==> src/rtl/pipe_ctrl_pkg.sv <==
// Shared encodings for the pipelined MIPS control unit: opcodes, functs, ALU ops,
// NPC selects, branch kinds, memory sizes and the decoded control bundle.
package pipe_ctrl_pkg;

  localparam logic [5:0] OP_RTYPE = 6'b000000;
  localparam logic [5:0] OP_J     = 6'b000010;
  localparam logic [5:0] OP_JAL   = 6'b000011;
  localparam logic [5:0] OP_BEQ   = 6'b000100;
  localparam logic [5:0] OP_BNE   = 6'b000101;
  localparam logic [5:0] OP_ADDI  = 6'b001000;
  localparam logic [5:0] OP_SLTI  = 6'b001010;
  localparam logic [5:0] OP_ANDI  = 6'b001100;
  localparam logic [5:0] OP_ORI   = 6'b001101;
  localparam logic [5:0] OP_LUI   = 6'b001111;
  localparam logic [5:0] OP_LB    = 6'b100000;
  localparam logic [5:0] OP_LH    = 6'b100001;
  localparam logic [5:0] OP_LW    = 6'b100011;
  localparam logic [5:0] OP_LBU   = 6'b100100;
  localparam logic [5:0] OP_LHU   = 6'b100101;
  localparam logic [5:0] OP_SB    = 6'b101000;
  localparam logic [5:0] OP_SH    = 6'b101001;
  localparam logic [5:0] OP_SW    = 6'b101011;

  localparam logic [5:0] F_SLL  = 6'b000000;
  localparam logic [5:0] F_SRL  = 6'b000010;
  localparam logic [5:0] F_SLLV = 6'b000100;
  localparam logic [5:0] F_SRLV = 6'b000110;
  localparam logic [5:0] F_JR   = 6'b001000;
  localparam logic [5:0] F_JALR = 6'b001001;
  localparam logic [5:0] F_ADD  = 6'b100000;
  localparam logic [5:0] F_ADDU = 6'b100001;
  localparam logic [5:0] F_SUB  = 6'b100010;
  localparam logic [5:0] F_SUBU = 6'b100011;
  localparam logic [5:0] F_AND  = 6'b100100;
  localparam logic [5:0] F_OR   = 6'b100101;
  localparam logic [5:0] F_NOR  = 6'b100111;
  localparam logic [5:0] F_SLT  = 6'b101010;
  localparam logic [5:0] F_SLTU = 6'b101011;

  localparam logic [3:0] ALU_NONE = 4'b0000;
  localparam logic [3:0] ALU_ADD  = 4'b0001;
  localparam logic [3:0] ALU_SUB  = 4'b0010;
  localparam logic [3:0] ALU_AND  = 4'b0011;
  localparam logic [3:0] ALU_OR   = 4'b0100;
  localparam logic [3:0] ALU_SLT  = 4'b0101;
  localparam logic [3:0] ALU_SLTU = 4'b0110;
  localparam logic [3:0] ALU_LUI  = 4'b1100;
  localparam logic [3:0] ALU_NOR  = 4'b1110;

  localparam logic [1:0] NPC_PC4 = 2'b00;
  localparam logic [1:0] NPC_BR  = 2'b01;
  localparam logic [1:0] NPC_J   = 2'b10;
  localparam logic [1:0] NPC_REG = 2'b11;

  localparam logic [1:0] MEM_BYTE = 2'b00;
  localparam logic [1:0] MEM_HALF = 2'b01;
  localparam logic [1:0] MEM_WORD = 2'b10;

  typedef enum logic [2:0] {
    BR_NONE = 3'd0,
    BR_BEQ  = 3'd1,
    BR_BNE  = 3'd2,
    BR_JMP  = 3'd3,
    BR_JREG = 3'd4
  } br_kind_e;

  typedef struct packed {
    logic       reg_write;
    logic       mem_read;
    logic       mem_write;
    logic       mem_to_reg;
    logic       alu_src;
    logic       ext_op;
    logic       alu_asrc;
    logic       shift_idx;
    logic       shift_dir;
    logic       call;
    logic       illegal;
    logic       mem_unsigned;
    logic [1:0] mem_size;
    logic [3:0] alu_op;
    br_kind_e   br_kind;
  } ctrl_t;

endpackage

==> src/rtl/ctrl_decode.sv <==
// Purely combinational instruction decoder: 32-bit MIPS word -> control bundle,
// destination register and source-usage flags. Sub-word memory ops need PIPE_CTRL_SUBWORD_EN.
module ctrl_decode
  import pipe_ctrl_pkg::*;
#(
  parameter int REG_AW   = 5,
  parameter int LINK_REG = 31
) (
  input  logic [31:0]       instr,
  output ctrl_t             ctrl,
  output logic [REG_AW-1:0] wr_addr,
  output logic              uses_rs,
  output logic              uses_rt
);

  logic [5:0]        opcode;
  logic [5:0]        funct;
  logic [REG_AW-1:0] rt;
  logic [REG_AW-1:0] rd;
  logic              legal;
  logic              r_op;
  logic              r_shamt;
  logic              unused_shamt;

  assign opcode       = instr[31:26];
  assign funct        = instr[5:0];
  assign rt           = REG_AW'(instr[20:16]);
  assign rd           = REG_AW'(instr[15:11]);
  assign unused_shamt = ^instr[10:6];

  always_comb begin
    ctrl         = '0;
    ctrl.br_kind = BR_NONE;
    wr_addr      = '0;
    uses_rs      = 1'b0;
    uses_rt      = 1'b0;
    legal        = 1'b1;
    r_op         = 1'b0;
    r_shamt      = 1'b0;

    case (opcode)
      OP_RTYPE: begin
        case (funct)
          F_ADD, F_ADDU: begin ctrl.alu_op = ALU_ADD;  r_op = 1'b1; end
          F_SUB, F_SUBU: begin ctrl.alu_op = ALU_SUB;  r_op = 1'b1; end
          F_AND:         begin ctrl.alu_op = ALU_AND;  r_op = 1'b1; end
          F_OR:          begin ctrl.alu_op = ALU_OR;   r_op = 1'b1; end
          F_NOR:         begin ctrl.alu_op = ALU_NOR;  r_op = 1'b1; end
          F_SLT:         begin ctrl.alu_op = ALU_SLT;  r_op = 1'b1; end
          F_SLTU:        begin ctrl.alu_op = ALU_SLTU; r_op = 1'b1; end
          F_SLL:  begin ctrl.alu_asrc = 1'b1; r_shamt = 1'b1; end
          F_SRL:  begin ctrl.alu_asrc = 1'b1; ctrl.shift_dir = 1'b1; r_shamt = 1'b1; end
          F_SLLV: begin ctrl.alu_asrc = 1'b1; ctrl.shift_idx = 1'b1; r_op = 1'b1; end
          F_SRLV: begin
            ctrl.alu_asrc  = 1'b1;
            ctrl.shift_idx = 1'b1;
            ctrl.shift_dir = 1'b1;
            r_op           = 1'b1;
          end
          F_JR: begin ctrl.br_kind = BR_JREG; uses_rs = 1'b1; end
          F_JALR: begin
            ctrl.br_kind   = BR_JREG;
            ctrl.call      = 1'b1;
            ctrl.reg_write = 1'b1;
            wr_addr        = rd;
            uses_rs        = 1'b1;
          end
          default: legal = 1'b0;
        endcase
        // Constant shifts read only rt; the variable shifts take the amount from rs.
        if (r_op) begin
          ctrl.reg_write = 1'b1;
          wr_addr        = rd;
          uses_rs        = 1'b1;
          uses_rt        = 1'b1;
        end
        if (r_shamt) begin
          ctrl.reg_write = 1'b1;
          wr_addr        = rd;
          uses_rt        = 1'b1;
        end
      end
      OP_ADDI, OP_SLTI, OP_ANDI, OP_ORI, OP_LUI: begin
        ctrl.alu_src   = 1'b1;
        ctrl.reg_write = 1'b1;
        wr_addr        = rt;
        uses_rs        = (opcode != OP_LUI);
        ctrl.ext_op    = (opcode == OP_ADDI);
        case (opcode)
          OP_ADDI: ctrl.alu_op = ALU_ADD;
          OP_SLTI: ctrl.alu_op = ALU_SLT;
          OP_ANDI: ctrl.alu_op = ALU_AND;
          OP_ORI:  ctrl.alu_op = ALU_OR;
          default: ctrl.alu_op = ALU_LUI;
        endcase
      end
      OP_LW: begin
        ctrl.alu_op = ALU_ADD; ctrl.alu_src = 1'b1; ctrl.ext_op = 1'b1;
        ctrl.mem_read = 1'b1; ctrl.mem_to_reg = 1'b1; ctrl.reg_write = 1'b1;
        ctrl.mem_size = MEM_WORD; wr_addr = rt; uses_rs = 1'b1;
      end
      OP_SW: begin
        ctrl.alu_op = ALU_ADD; ctrl.alu_src = 1'b1; ctrl.ext_op = 1'b1;
        ctrl.mem_write = 1'b1; ctrl.mem_size = MEM_WORD;
        uses_rs = 1'b1; uses_rt = 1'b1;
      end
`ifdef PIPE_CTRL_SUBWORD_EN
      OP_LB, OP_LBU, OP_LH, OP_LHU: begin
        ctrl.alu_op = ALU_ADD; ctrl.alu_src = 1'b1; ctrl.ext_op = 1'b1;
        ctrl.mem_read = 1'b1; ctrl.mem_to_reg = 1'b1; ctrl.reg_write = 1'b1;
        ctrl.mem_size     = (opcode == OP_LB || opcode == OP_LBU) ? MEM_BYTE : MEM_HALF;
        ctrl.mem_unsigned = (opcode == OP_LBU || opcode == OP_LHU);
        wr_addr = rt; uses_rs = 1'b1;
      end
      OP_SB, OP_SH: begin
        ctrl.alu_op = ALU_ADD; ctrl.alu_src = 1'b1; ctrl.ext_op = 1'b1;
        ctrl.mem_write = 1'b1;
        ctrl.mem_size  = (opcode == OP_SB) ? MEM_BYTE : MEM_HALF;
        uses_rs = 1'b1; uses_rt = 1'b1;
      end
`endif
      OP_BEQ, OP_BNE: begin
        ctrl.br_kind = (opcode == OP_BEQ) ? BR_BEQ : BR_BNE;
        ctrl.alu_op  = ALU_SUB;
        uses_rs = 1'b1; uses_rt = 1'b1;
      end
      OP_J: ctrl.br_kind = BR_JMP;
      OP_JAL: begin
        ctrl.br_kind   = BR_JMP;
        ctrl.call      = 1'b1;
        ctrl.reg_write = 1'b1;
        wr_addr        = REG_AW'(LINK_REG);
      end
      default: legal = 1'b0;
    endcase

    if (!legal) begin
      ctrl         = '0;
      ctrl.br_kind = BR_NONE;
      ctrl.illegal = 1'b1;
      wr_addr      = '0;
      uses_rs      = 1'b0;
      uses_rt      = 1'b0;
    end
    if (wr_addr == '0) ctrl.reg_write = 1'b0;
  end

endmodule

==> src/rtl/pipe_ctrl_unit.sv <==
// Pipelined MIPS control: ID/EX control register, load-use stall, EX-stage branch/jump
// resolution and saturating stall/flush counters. Optional sub-word ops: PIPE_CTRL_SUBWORD_EN.
module pipe_ctrl_unit
  import pipe_ctrl_pkg::*;
#(
  parameter int REG_AW   = 5,
  parameter int ALUOP_W  = 4,
  parameter int LINK_REG = 31,
  parameter int CNT_W    = 16
) (
  input  logic               clk,
  input  logic               rst_n,
  input  logic               id_valid,
  input  logic [31:0]        id_instr,
  input  logic               ex_zero,
  output logic               stall_o,
  output logic               flush_o,
  output logic [1:0]         npc_op,
  output logic               ex_valid,
  output logic               ex_reg_write,
  output logic               ex_mem_read,
  output logic               ex_mem_write,
  output logic               ex_mem_to_reg,
  output logic               ex_alu_src,
  output logic               ex_ext_op,
  output logic               ex_alu_asrc,
  output logic               ex_shift_idx,
  output logic               ex_shift_dir,
  output logic               ex_call,
  output logic [ALUOP_W-1:0] ex_alu_op,
  output logic [REG_AW-1:0]  ex_wr_addr,
  output logic               ex_illegal,
  output logic [1:0]         ex_mem_size,
  output logic               ex_mem_unsigned,
  output logic [CNT_W-1:0]   stall_cnt,
  output logic [CNT_W-1:0]   flush_cnt
);

  ctrl_t             dec_ctrl;
  logic [REG_AW-1:0] dec_wr_addr;
  logic              dec_uses_rs;
  logic              dec_uses_rt;

  ctrl_t             ctrl_q, ctrl_d;
  logic              valid_q, valid_d;
  logic [REG_AW-1:0] wr_addr_q, wr_addr_d;
  logic [CNT_W-1:0]  stall_cnt_q, stall_cnt_d;
  logic [CNT_W-1:0]  flush_cnt_q, flush_cnt_d;

  logic [REG_AW-1:0] id_rs;
  logic [REG_AW-1:0] id_rt;
  logic              taken;
  logic              hazard;

  ctrl_decode #(
    .REG_AW   (REG_AW),
    .LINK_REG (LINK_REG)
  ) u_decode (
    .instr   (id_instr),
    .ctrl    (dec_ctrl),
    .wr_addr (dec_wr_addr),
    .uses_rs (dec_uses_rs),
    .uses_rt (dec_uses_rt)
  );

  assign id_rs = REG_AW'(id_instr[25:21]);
  assign id_rt = REG_AW'(id_instr[20:16]);

  always_comb begin
    taken  = 1'b0;
    npc_op = NPC_PC4;
    if (valid_q) begin
      case (ctrl_q.br_kind)
        BR_BEQ:  if (ex_zero)  begin taken = 1'b1; npc_op = NPC_BR; end
        BR_BNE:  if (!ex_zero) begin taken = 1'b1; npc_op = NPC_BR; end
        BR_JMP:  begin taken = 1'b1; npc_op = NPC_J;   end
        BR_JREG: begin taken = 1'b1; npc_op = NPC_REG; end
        default: ;
      endcase
    end
  end

  assign flush_o = taken;
  assign hazard  = valid_q && ctrl_q.mem_read && (wr_addr_q != '0) && id_valid &&
                   ((dec_uses_rs && (id_rs == wr_addr_q)) ||
                    (dec_uses_rt && (id_rt == wr_addr_q)));
  // The ID instruction is wrong-path whenever EX redirects, so never stall on it.
  assign stall_o = hazard && !flush_o;

  always_comb begin
    ctrl_d         = '0;
    ctrl_d.br_kind = BR_NONE;
    valid_d        = 1'b0;
    wr_addr_d      = '0;
    if (!flush_o && !stall_o && id_valid) begin
      ctrl_d    = dec_ctrl;
      valid_d   = 1'b1;
      wr_addr_d = dec_wr_addr;
    end
    stall_cnt_d = stall_cnt_q;
    flush_cnt_d = flush_cnt_q;
    if (stall_o && (stall_cnt_q != '1)) stall_cnt_d = stall_cnt_q + 1'b1;
    if (flush_o && (flush_cnt_q != '1)) flush_cnt_d = flush_cnt_q + 1'b1;
  end

  always_ff @(posedge clk) begin
    if (!rst_n) begin
      ctrl_q         <= '0;
      valid_q        <= 1'b0;
      wr_addr_q      <= '0;
      stall_cnt_q    <= '0;
      flush_cnt_q    <= '0;
    end else begin
      ctrl_q         <= ctrl_d;
      valid_q        <= valid_d;
      wr_addr_q      <= wr_addr_d;
      stall_cnt_q    <= stall_cnt_d;
      flush_cnt_q    <= flush_cnt_d;
    end
  end

  assign ex_valid        = valid_q;
  assign ex_reg_write    = ctrl_q.reg_write;
  assign ex_mem_read     = ctrl_q.mem_read;
  assign ex_mem_write    = ctrl_q.mem_write;
  assign ex_mem_to_reg   = ctrl_q.mem_to_reg;
  assign ex_alu_src      = ctrl_q.alu_src;
  assign ex_ext_op       = ctrl_q.ext_op;
  assign ex_alu_asrc     = ctrl_q.alu_asrc;
  assign ex_shift_idx    = ctrl_q.shift_idx;
  assign ex_shift_dir    = ctrl_q.shift_dir;
  assign ex_call         = ctrl_q.call;
  assign ex_alu_op       = ALUOP_W'(ctrl_q.alu_op);
  assign ex_wr_addr      = wr_addr_q;
  assign ex_illegal      = ctrl_q.illegal;
  assign ex_mem_size     = ctrl_q.mem_size;
  assign ex_mem_unsigned = ctrl_q.mem_unsigned;
  assign stall_cnt       = stall_cnt_q;
  assign flush_cnt       = flush_cnt_q;

endmodule

==> config.mk <==
export PLATFORM = sky130hd
export DESIGN_NAME = pipe_ctrl_unit
export DESIGN_NICKNAME = d
export VERILOG_FILES = /design/src/rtl/pipe_ctrl_pkg.sv /design/src/rtl/ctrl_decode.sv /design/src/rtl/pipe_ctrl_unit.sv
export SDC_FILE = /design/constraint.sdc
export NUM_CORES = 1
export LEC_CHECK = 0
export CAP_MARGIN = 20
export CORE_AREA = 2 2 87 89
export DETAILED_ROUTE_END_ITERATION = 8
export DIE_AREA = 0 0 89 91
export MAX_ROUTING_LAYER = met4
export PLACE_DENSITY_LB_ADDON = 0.1
export SLEW_MARGIN = 15
export SYNTH_ARGS = -nofsm -noshare
export SYNTH_HDL_FRONTEND = slang
export SYNTH_SLANG_ARGS = --single-unit
export TNS_END_PERCENT = 50
==> constraint.sdc <==
create_clock -name clk -period 4.6 [get_ports clk]
set_input_delay 0.92 -clock clk [delete_from_list [all_inputs] [get_ports clk]]
set_output_delay 0.92 -clock clk [all_outputs]
set_load 0.02 [all_outputs]
# ---- Word level (Yosys, flattened, before mapping)
# Index checks and enable logic that the tools add are counted.
dict set report classes {
  addsub 2
  mul 0
  n_div 0
  order_cmp 0
  eq_ne 34
  shifts 0
  muxes 47
  bitwise_logic 3
  reduce_logical 41
}
# operator n
set op_table {}
lappend op_table {{$eq 6x6->1 const B} 11}
lappend op_table {{$eq 6x4->1 const B} 7}
lappend op_table {{$add 16x1->16 const B} 2}
lappend op_table {{$ne 16x16->1 const B} 2}
lappend op_table {{$pmux 4 s4} 2}
lappend op_table {{$pmux 4 s7} 1}
lappend op_table {{$mux 1} 25}
lappend op_table {{$eq 6x3->1 const B} 4}
lappend op_table {{$reduce_or 11->1} 2}
lappend op_table {{$mux 5} 4}
lappend op_table {{$reduce_or 2->1} 10}
lappend op_table {{$eq 6x2->1 const B} 3}
lappend op_table {{$pmux 5 s3} 1}
lappend op_table {{$reduce_or 15->1} 1}
lappend op_table {{$logic_not 6->1} 2}
lappend op_table {{$reduce_or 4->1} 3}
lappend op_table {{$logic_and 1x1->1} 11}
lappend op_table {{$mux 11} 1}
lappend op_table {{$eq 5x5->1} 2}
lappend op_table {{$pmux 3 s3} 1}
lappend op_table {{$pmux 1 s2} 4}
lappend op_table {{$pmux 2 s4} 1}
lappend op_table {{$reduce_or 7->1} 1}
lappend op_table {{$eq 3x2->1 const B} 2}
lappend op_table {{other kinds (18)} 24}
dict set report totals {
  regBits 58
  latch_bits 0
  ramBits 0
  rom_bits 0
  inputBits 36
  output_inout_bits 60
  wordCells 145
  mem_count 0
}

# ---- Depth between registers and ports, before layout
dict set report logic_depth {
  depth_word 17
  ltp_mapped 11
  depth_no_buf 9
}

# ---- Cells and area by module
# Synthesis repeated with hierarchy kept, for this count alone.
dict set report unflattened {
  hier_cells 397
  area_unflattened_um2 3331.9
}
# module instances cells_per_inst area_each_um2 seq_area_each_um2
set by_module_without_submodules {}
lappend by_module_without_submodules {pipe_ctrl_unit 1 284 2608.8 1181.1}
lappend by_module_without_submodules {ctrl_decode 1 113 723.2 0.0}

# ---- Worst setup path before layout
# OpenSTA, ideal clock, no wires.
dict set report synth_path {
  kind {input -> output}
  start {input port id_instr[28]}
  end {output port stall_o}
  arrival_ps 2806
  required_ps 3680
  path_slack_ps 874
  cell_stages 8
  path_buffers 2
  cell_sequence {buf_6 > or4_4 > or4_1 > buf_2 > o22ai_1 > and4_4 > o21ai_2 > inv_1}
}
dict set report synth_via {
  elab_chain_len 8
  elab_cells_between_ends 27
  cone_classes {eq/ne (12); mux (5); reduce/logical (10)}
}
# element line_no
set synth_lines {}
lappend synth_lines {{start: declaration} pipe_ctrl_unit.sv:14} ;# input logic [31:0] id_instr,
lappend synth_lines {{$eq 6x4->1, or another cell as far along} ctrl_decode.sv:41} ;# case (opcode)
lappend synth_lines {{$reduce_or 11->1 (no source line), or another cell as far along} n/a}
lappend synth_lines {{$pmux 1 s2 or $pmux 1 s3 (tied branches)} ctrl_decode.sv:41}
lappend synth_lines {{$mux 1} ctrl_decode.sv:137} ;# if (!legal) begin
lappend synth_lines {{$logic_and 1x1->1, on equally long branches} {pipe_ctrl_unit.sv:85, pipe_ctrl_unit.sv:86}}
lappend synth_lines {{$logic_or 1x1->1 *} pipe_ctrl_unit.sv:85} ;# ((dec_uses_rs && (id_rs == wr_addr_q)) ||
lappend synth_lines {{$logic_and 1x1->1 *} pipe_ctrl_unit.sv:84} ;# assign hazard = valid_q && ctrl_q.mem_read && (wr_addr_q != '0) && id_valid &&
lappend synth_lines {{$logic_and 1x1->1 *} pipe_ctrl_unit.sv:88} ;# assign stall_o = hazard && !flush_o;
lappend synth_lines {{end: declaration} pipe_ctrl_unit.sv:16} ;# output logic stall_o,
# Mark *: on every way between the ends. The rest lies on a longest branch, timed or not.

# ---- Worst setup path in the final report
# Same ends and word-level chain as after synthesis.

==> out/qor.csv <==
stage,metric,value,unit
outcome,status,finished clean,
worst_setup_path,CP Depth,8,
cells_and_area,post-route insts no fill,574,
routing,violation count after the first detailed-route iteration,183,
place,Post-DP HPWL,5.81,mm
synthesis,"EDFF count, synth",0,
worst_setup_path,Crit path buffers/inverters,3,
clock_tree,Clock Path Buffers,2,
clock_tree,TritonCTS Sinks,56,
clock_tree,hold-fix buffers at CTS,0,
synthesis,post-synthesis sequential area ratio,36.0,%
place,dpl cells,566,
floorplan,number of top-level pins,96,
worst_setup_path,FF-to-FF End,ctrl_q[1]$_SDFF_PN0_,
clock_tree,Root Buffer,clkbuf_8,
sta,Worst Skew,0.0151,ns
worst_setup_path,crit-path cells,clkdlybuf4s50_1 > or4_4 > or4_1 > o22ai_1 > and4_4 > o21ai_2 > inv_1 > dlymetal6s2s_1,
worst_setup_path,"Data arrival, critical path",3.23,ns
routing,DRC viols,0,
clock_tree,Post-CTS Setup Bufs,0,
power,Pwr per Cell Area,213,nW/um^2
worst_setup_path,r2r setup slk,1.68,ns
global_routing,Tot GR Track Use,19.7,%
sta,"Hold Vio Cnt, Final",0,
worst_setup_path,Crit path required time,3.68,ns
power,clock share of power,33.2,%
global_routing,gr ovfl total,0,
clock_tree,Post-CTS Resized,0,
sta,min cycle time layout,4.15,ns
power,total power,897,uW
place,count of input and output buffers,88,
floorplan,Die ar.,8100,sq um
synthesis,Synth Flop Type,dfxtp_1,
floorplan,die width,89,microns
worst_setup_path,CP max stage delay,0.57,ns
worst_setup_path,"slowest stage cell, crit path",or4_4,
worst_setup_path,Worst Setup End Kind,output port,
hold_path,worst hold path type,reg2reg,
worst_setup_path,crit-path leading delay family,simple AND/OR/NAND/NOR gates,
routing,WL/cell,13.7,microns
place,dpl ws,0.0799,ns
floorplan,Starting Density,43.6,%
cells_and_area,"most common cell after layout, fill and taps aside",clkdlybuf4s50_1,
worst_setup_path,Worst R2R Start,ex_wr_addr[1]$_SDFF_PN0_,
hold_path,Hold Startpoint,stall_cnt[10]$_SDFFE_PN0P_,
sta,Rel. slew slack,35.0,%
floorplan,Die Y,91,microns
routing,routed wire length,7.86,mm
cells_and_area,Nets,512,
sta,setup tns final,0,ns
clock_tree,H-tree depth,2,
floorplan,Core Area,7140,sq um
sta,final worst path period share,90.2,%
sta,FMAX,0.241,GHz
run,max-cap viol count,0,
cells_and_area,share of layout cells above drive strength 1,6.95,%
hold_path,Worst Hold Depth,2,
synthesis,YS warnings,0,
clock_tree,CTS buffer count,5,
power,Comb pwr share,12.5,%
cells_and_area,fin util,58.9,%
sta,RSZ-0062 raised after global routing,false,
worst_setup_path,Worst Setup Start Kind,input pin,
routing,post-route ant nets,0,
power,Seq pwr share,54.3,%
power,sw frac,27.1,%
sta,Final Max Slew Viols,0,
cells_and_area,antenna cells,0,
global_routing,initial antenna violation count,0,
routing,Avg Vias per Cell,5.39,
sta,count of final setup violators,0,
clock_tree,CTS tree,done,
power,P_leak,1.49,nW
power,Worst VDD drop,134,uV
synthesis,"FFs w/ async S/R, synth",0,%
power,cell-internal power,654,uW
floorplan,FP Rows,31,
sta,setup ws final,0.453,ns
worst_setup_path,worst r2r path cells,10,
routing,iteration count of the initial detailed-routing pass,4,
synthesis,cells after synthesis,388,
synthesis,Netlist cell types,60,
synthesis,Synth Register Bits,56,
cells_and_area,most frequent cells in the layout,"87 x clkdlybuf4s50_1, 56 x dfxtp_1, 47 x nor2_1, 26 x nand3_1, 23 x a21oi_1",
clock_tree,CTS clock-pin slew for the worst setup and hold paths,0.11,ns
global_routing,first-pass GRT wire length,12.7,mm
worst_setup_path,path type of the worst setup path,in2out,
place,Final GP Congestion,0.851,
synthesis,Mapped Area,3110,sq um
sta,worst-margin pin slew,0.967,ns
worst_setup_path,Max Fanout on Critical Path,5,
hold_path,hold path endpoint,stall_cnt[10]$_SDFFE_PN0P_,
global_routing,largest net degree at the start of global routing,31,
global_routing,number of global-route vias before repair,2738,
routing,via count,3096,
power,NetSw,243,uW
clock_tree,worst-skew pair later-pin latency,0.32,ns
synthesis,Synth Area per Inst,8.02,sq um
cells_and_area,P&R area growth vs syn,35.2,%
-- kinds of logic (layout without fill, tap and decap cells) --
| family | after synthesis | in the layout | synth area share (%) |
|---|---|---|---|
| flip-flops | 56 | 56 | 36.0 |
| buffers and inverters | 46 | 132 | 6.92 |
| multiplexers | 7 | 7 | 2.25 |
| adder cells (fa/ha/maj) | 3 | 3 | 1.13 |
| AO/OA/AOI/OAI | 80 | 80 | 17.2 |
| AND/OR/NAND/NOR | 171 | 171 | 29.6 |
| other | 1 | 2 | 0.121 |
| XOR/XNOR | 24 | 24 | 6.76 |
-- area by class of cell --
class                           instances  area [sq um]
Inverter                               19          71.3
Clock buffer                            5          68.8
Fill cell                             683          2930
Clock inverter                          3          28.8
Sequential cell                        56          1120
Timing Repair Buffer                  105          1010
Tap cell                               99           124
Multi-Input combinational cell        287          1780
-- cells in the mapped netlist (2+ instances only) --
library cell,count,area [sq um]
and4_1,2,17.5
o22ai_1,2,12.5
buf_2,4,20.0
nor2_1,47,176
a22oi_1,2,15.0
o2111ai_1,3,26.3
nand4_1,4,25.0
nand3b_1,2,15.0
nand2_1,22,82.6
o21a_1,2,15.0
and3_1,3,18.8
and3b_1,2,17.5
clkbuf_1,13,48.8
o31ai_1,5,37.5
nor3_1,9,45.0
o22a_1,2,17.5
or3_1,11,68.8
a22o_1,2,17.5
a21oi_1,23,115
a31oi_1,6,37.5
or4_1,9,67.6
a211oi_1,2,15.0
buf_4,8,60.1
o21ai_0,16,80.1
a221oi_1,5,43.8
ha_1,2,25.0
inv_1,19,71.3
nand2b_1,6,37.5
dfxtp_1,56,1120
nand3_1,26,130
nor4b_1,2,17.5
nor2b_1,4,25.0
xor2_1,16,140
xnor2_1,8,70.1
nor4_1,12,75.1
mux2i_1,7,70.1
-- layer usage --
metal  up-vias  routed length, microns  global-route usage, %  part of all wire [%]
li1       1571                       -                      -                     -
met1      1422                    3900                   28.9                    50
met2        98                    3450                   28.2                    44
met3         5                     466                   4.09                   5.9
met4         0                      39                   3.86                  0.50
met5         -                       0                      -                     0
-- how the worst max path moves through the flow --
stage | start | to | slack [ns]
2_1_floorplan | id_instr[28] | stall_o | 0.87
3_3_place_gp | id_instr[28] | stall_o | 0.11
3_5_place_dp | id_instr[28] | stall_o | 0.08
4_1_cts | id_instr[28] | stall_o | 0.08
5_1_grt | id_instr[28] | stall_o | 0.37
6_report | id_instr[28] | stall_o | 0.45
-- per-stage QoR --
step / hold WS [ns] / instance area [sq um]
floorplan: 0.559 / 3110
detailed placement: 0.492 / 4100
CTS: 0.515 / 4200
finish: 0.514 / 4210
global placement: 0.485 / 4100
global route: 0.531 / 4210
-- power groups by stage --
stage	logic [mW]	registers, mW	clock network [mW]
after floorplan	0.0596	0.500	0
after global placement	0.110	0.498	0
after detailed placement	0.110	0.498	0
after CTS	0.111	0.487	0.308
after global routing	0.121	0.488	0.327
final	0.112	0.487	0.298
-- tightest hold or removal path, cell delays in order, from the launching register on --
cell,delay [ns]
dfxtp_1,0.35
o31ai_1,0.07
a21oi_1,0.06
Note: power is estimated with default switching activity, not from simulation.
